## src/rtl/dbg_run_control.sv

```systemverilog
// Debug run-control engine: halt / multi-cycle step / resume across CHANNELS
// gated clock domains, with an enabled-cycle counter, a cycle breakpoint and
// a halt-cause report. All outputs are registered clock enables and status.
//
//   state   | meaning
//   --------+------------------------------------------------------------
//   ST_RUN  | free running; halt_req or breakpoint hit stops the core
//   ST_HALT | controlled channels gated; waiting for step_req / resume_req
//   ST_STEP | controlled channels enabled while the remaining count runs down
module dbg_run_control #(
   parameter int CHANNELS = 1,
   parameter int STEP_W   = 8,
   parameter int CYC_W    = 32
) (
   input  logic                sys_clk,
   input  logic                dbg_rst,
   input  logic                halt_req,
   input  logic                step_req,
   input  logic                resume_req,
   input  logic [STEP_W-1:0]   step_count,
   input  logic [CHANNELS-1:0] chan_mask,
   input  logic                bp_en,
   input  logic [CYC_W-1:0]    bp_cycle,
   input  logic                cyc_clr,
   output logic [CHANNELS-1:0] clk_en,
   output logic                halted,
   output logic [1:0]          halt_cause,
   output logic                step_done,
   output logic [CYC_W-1:0]    cyc_count
);

   typedef enum logic [1:0] {
      ST_RUN  = 2'd0,
      ST_HALT = 2'd1,
      ST_STEP = 2'd2
   } state_t;

   localparam logic [1:0] CAUSE_RUN  = 2'b00;
   localparam logic [1:0] CAUSE_REQ  = 2'b01;
   localparam logic [1:0] CAUSE_STEP = 2'b10;
   localparam logic [1:0] CAUSE_BP   = 2'b11;

   state_t              state, state_nxt;
   logic [CHANNELS-1:0] mask, mask_nxt;
   logic [STEP_W-1:0]   remaining, remaining_nxt;
   logic [1:0]          cause_nxt;
   logic                done_nxt;
   logic [CYC_W-1:0]    cyc_nxt;
   logic [CHANNELS-1:0] clk_en_nxt;
   logic                bp_hit;

   // Next-state, counters and registered-output precompute.
   always_comb begin
      state_nxt     = state;
      mask_nxt      = mask;
      remaining_nxt = remaining;
      cause_nxt     = halt_cause;
      done_nxt      = 1'b0;

      // The counter still increments when the hit fires, so it lands exactly on
      // bp_cycle; a clearing edge is not an incrementing edge and cannot hit.
      bp_hit = bp_en && (bp_cycle != '0) && !cyc_clr &&
               (cyc_count == (bp_cycle - CYC_W'(1)));

      if (cyc_clr)
         cyc_nxt = '0;
      else if (state != ST_HALT)
         cyc_nxt = cyc_count + CYC_W'(1);
      else
         cyc_nxt = cyc_count;

      case (state)
         ST_RUN: begin
            if (halt_req) begin
               state_nxt = ST_HALT;
               mask_nxt  = chan_mask;
               cause_nxt = CAUSE_REQ;
            end else if (bp_hit) begin
               state_nxt = ST_HALT;
               cause_nxt = CAUSE_BP;
            end
         end
         ST_HALT: begin
            if (step_req && (step_count != '0)) begin
               state_nxt     = ST_STEP;
               remaining_nxt = step_count;
               cause_nxt     = CAUSE_RUN;
            end else if (resume_req) begin
               state_nxt = ST_RUN;
               cause_nxt = CAUSE_RUN;
            end
         end
         ST_STEP: begin
            if (halt_req) begin
               state_nxt     = ST_HALT;
               remaining_nxt = '0;
               cause_nxt     = CAUSE_REQ;
            end else begin
               remaining_nxt = remaining - STEP_W'(1);
               if (remaining == STEP_W'(1)) begin
                  state_nxt = ST_HALT;
                  cause_nxt = CAUSE_STEP;
                  done_nxt  = 1'b1;
               end
            end
         end
         default: begin
            state_nxt = ST_RUN;
         end
      endcase

      // Enables are registered from the next state so gating tracks the transition edge.
      clk_en_nxt = ~mask_nxt | {CHANNELS{state_nxt != ST_HALT}};
   end

   // State and output registers with synchronous active-low reset.
   always_ff @(posedge sys_clk) begin
      if (!dbg_rst) begin
         state      <= ST_RUN;
         mask       <= '1;
         remaining  <= '0;
         clk_en     <= '1;
         halted     <= 1'b0;
         halt_cause <= CAUSE_RUN;
         step_done  <= 1'b0;
         cyc_count  <= '0;
      end else begin
         state      <= state_nxt;
         mask       <= mask_nxt;
         remaining  <= remaining_nxt;
         clk_en     <= clk_en_nxt;
         halted     <= (state_nxt == ST_HALT);
         halt_cause <= cause_nxt;
         step_done  <= done_nxt;
         cyc_count  <= cyc_nxt;
      end
   end

endmodule

```

## config.mk

```make
export PLATFORM = sky130hd
export DESIGN_NAME = dbg_run_control
export DESIGN_NICKNAME = d
export VERILOG_FILES = /design/src/rtl/dbg_run_control.sv
export SDC_FILE = /design/constraint.sdc
export NUM_CORES = 1
export LEC_CHECK = 0
export CORE_UTILIZATION = 52
export DETAILED_ROUTE_END_ITERATION = 16
export GPL_TIMING_DRIVEN = 0
export PLACE_DENSITY = 0.82
export SKIP_LAST_GASP = 1
export SYNTH_ARGS = -nofsm -noshare
export SYNTH_HDL_FRONTEND = slang
export SYNTH_SLANG_ARGS = --single-unit
```

## constraint.sdc

```tcl
create_clock -name sys_clk -period 4.85 [get_ports sys_clk]
set_clock_uncertainty 0.15 [all_clocks]
set_input_delay 1.455 -clock sys_clk [delete_from_list [all_inputs] [get_ports sys_clk]]
set_output_delay 1.455 -clock sys_clk [all_outputs]
set_load 0.02 [all_outputs]
```

==> flow_summary_export.csv <==
group,metric,value,unit
timing,fin_crit,4.75,ns
yosys,synthArstFlopShare,0,%
routing,wl_per_cell,15.0,microns
floorplanning,start_util,55.2,%
timing,fin_ws,0.0959,ns
yosys,syn_avg_cell_area,7.63,sq um
routing,drt_iter0_drc,235,
timing,setup_viol,0,
timing,rsz0062_at_grt,"no",
job,cap_violations,0,
clock_network,clockBufferDepth,2,
placed_design,hpwl,7990,microns
cells_and_area,utilization,69.7,%
power,p_leak,1.63,nW
hold_path,hold_end,"mask",
timing,slew_headroom,56.0,%
worst_setup_path,rr_startpoint,"state[1]",
global_routing,grt_pass1_vias,3553,
clock_network,cts.sinks,48,
placed_design,gp_congestion,0.956,
timing,max_freq,210,MHz
cells_and_area,final_common_cell,"nor2_1",
clock_network,cts_buffers,5,
yosys,ys_warn_count,0,
placed_design,portBuffers,81,
power,combPwrFrac,28.2,%
worst_setup_path,worstPathRequired,4.90,ns
timing,drv_slew,0,
power,clockPowerShare,24.9,%
power,p_sw,0.283,mW
power,seq_power_share,46.8,%
clock_network,path_clk_slew,0.09,ns
worst_setup_path,path_class,"in2reg",
clock_network,cts_setup_buffers,0,
placed_design,dpl.cell_count,679,
routing,drc,0,
yosys,netlist_area,3830,sq um
clock_network,hold_buffers,0,
floorplanning,die_x,87.9,microns
floorplanning,die-area,7720,sq um
floorplanning,row_count,30,
worst_setup_path,worstSetupEndpointType,"flip-flop",
global_routing,grt_overflow,0,
hold_path,hp-class,"reg2reg",
cells_and_area,antenna_cells,0,
hold_path,hold_depth,2,
global_routing,grt_max_degree,13,
power,power_density,187,nW/um^2
yosys,synth-edff-count,0,
worst_setup_path,path_cells,"clkdlybuf4s50_1, inv_1, ha_1, or3b_4, or4_1, buf_2, o311a_1, or4_4, o2111a_1, and4_4, nand3b_1",
hold_path,worstHoldStart,"mask",
yosys,synth_flop_cell,"dfxtp_1",
worst_setup_path,slowest_stage,"or4_1",
power,p_total,0.904,mW
worst_setup_path,cpPeakStageDelay,0.54,ns
power,intPower,0.622,mW
worst_setup_path,crit_path_max_fanout,7,
clock_network,clk_latency,0.30,ns
global_routing,grt_pass1_wl,16200,microns
worst_setup_path,worstPathArrival,4.80,ns
placed_design,place_ws,-0.183,ns
floorplanning,core_area,6940,sq um
worst_setup_path,r2r_slack,1.80,ns
cells_and_area,final_cells,684,
routing,via_count,4038,
timing,worst_pin_slew,0.651,ns
routing,drtAntennaViolNets,0,
clock_network,cts_tree,"yes",
timing,finalHoldViolations,0,
cells_and_area,drive_gt1_share,4.93,%
worst_setup_path,reg2regPathDepth,11,
cells_and_area,final_cell_mix,"nor2_1 (83), clkdlybuf4s50_1 (81), dfxtp_1 (48)",
global_routing,grt_use_total,26.6,%
clock_network,cts_max_level,2,
power,vdd_drop_max,0.0000920,V
routing,wl,10300,microns
timing,timing.final.crit_share,98.0,%
worst_setup_path,crit_path_start_kind,"input pin",
yosys,synth_cells,502,
cells_and_area,nets,646,
yosys,yosysUniqueCellTypes,71,
floorplanning,num_io_pins,85,
clock_network,cts_resized,0,
outcome,status,"finished clean",
routing,drt_first_pass_iters,5,
clock_network,cts-root-buf,"clkbuf_8",
cells_and_area,syn_to_final_growth,26.4,%
routing,via_per_inst,5.90,
yosys,ys_ff_latch,48,
global_routing,antenna_found_initial,0,
floorplanning,fp.dieH,87.9,microns
power,power.share.switching,31.3,%
yosys,syn-num-nets,558,
worst_setup_path,reg2reg_to,"cyc_count[29]",
yosys,ys_seq_area_share,25.1,%
-- Yosys cell counts (4+ instances only) --
cell / number / share of area (%)
nand3b_1: 5 / 0.98
nor3_1: 16 / 2.1
nor4_1: 13 / 2.1
nand2b_1: 10 / 1.6
nor2_1: 83 / 8.1
inv_1: 13 / 1.3
ha_1: 8 / 2.6
and3_1: 5 / 0.82
nand2_1: 28 / 2.7
or3_1: 9 / 1.5
mux2i_1: 4 / 1.0
nand3_1: 25 / 3.3
a211oi_1: 7 / 1.4
nand4_1: 13 / 2.1
nor2b_1: 5 / 0.82
or2_2: 4 / 0.65
xnor2_1: 29 / 6.6
and4_1: 6 / 1.4
a31oi_1: 6 / 0.98
nand4b_1: 4 / 0.91
dfxtp_1: 48 / 25
a21oi_1: 22 / 2.9
o21ai_0: 14 / 1.8
xor2_1: 37 / 8.5
clkbuf_1: 13 / 1.3
or4_1: 6 / 1.2
-- power by group through the flow --
stage	Combinational (mW)	Sequential (mW)	Clock (mW)
CTS	0.253	0.424	0.228
finish	0.255	0.424	0.226
floorplan	0.144	0.439	0
global placement	0.246	0.433	0
global route	0.277	0.426	0.244
detailed placement	0.250	0.433	0
-- worst max-delay path: cells and delay by family --
kind,cells,cell delay (ns)
and+or+nand+nor,5,1.83
AOI/OAI and AO/OA,2,0.46
buffers and inverters,3,0.82
adders and majority gates,1,0.22
-- final cells by class --
type	instances	area, sq um
plain buffers	17	77.6
multi-input cells	423	2750
repair buffers	81	811
well taps	96	120
fillers	612	2100
clock buffers	5	68.8
flip-flops and latches	48	961
inverters	14	52.6
-- logic make-up after synthesis --
family / count (synthesis) / synth area share [%]
xor gates and xnor gates: 67 / 15.7
muxes: 5 / 1.34
buffers and inverters: 31 / 3.40
AOI/OAI and AO/OA: 87 / 15.4
and+or+nand+nor: 256 / 36.4
DFF: 48 / 25.1
adders and majority gates: 8 / 2.61
-- state kept, by name, summed over array words and instances, names as in the netlist --
register / flops
clk_en: 1
cyc_count: 32
halt_cause: 2
halted: 1
mask: 1
remaining: 8
state: 2
step_done: 1
-- through the flow --
step | hold slack [ns] | TNS [ns] | cell area (sq um)
5_1_grt | 0.362 | 0 | 4840
6_report | 0.331 | 0 | 4840
2_1_floorplan | 0.292 | 0 | 3830
3_3_place_gp | 0.316 | -0.409 | 4760
4_1_cts | 0.335 | 0 | 4830
3_5_place_dp | 0.321 | -0.747 | 4760
-- how the worst max path moves through the flow --
stage               endpoint        start  slack, ns
3_5_place_dp   halt_cause[1]  bp_cycle[0]      -0.18
2_1_floorplan  halt_cause[1]  bp_cycle[0]       0.60
3_3_place_gp   halt_cause[1]  bp_cycle[0]      -0.14
4_1_cts        halt_cause[1]  bp_cycle[0]       0.13
5_1_grt        halt_cause[1]  bp_cycle[0]       0.02
6_report       halt_cause[1]  bp_cycle[0]        0.1
-- layer usage --
metal,up-vias,GRT usage [%],share of wire [%]
met5,-,0,0
met1,1896,34.3,46
met4,0,6.11,1.1
met3,14,3.11,5.3
met2,130,47.2,48
li1,1998,-,-
(Power assumes the default switching activity.)
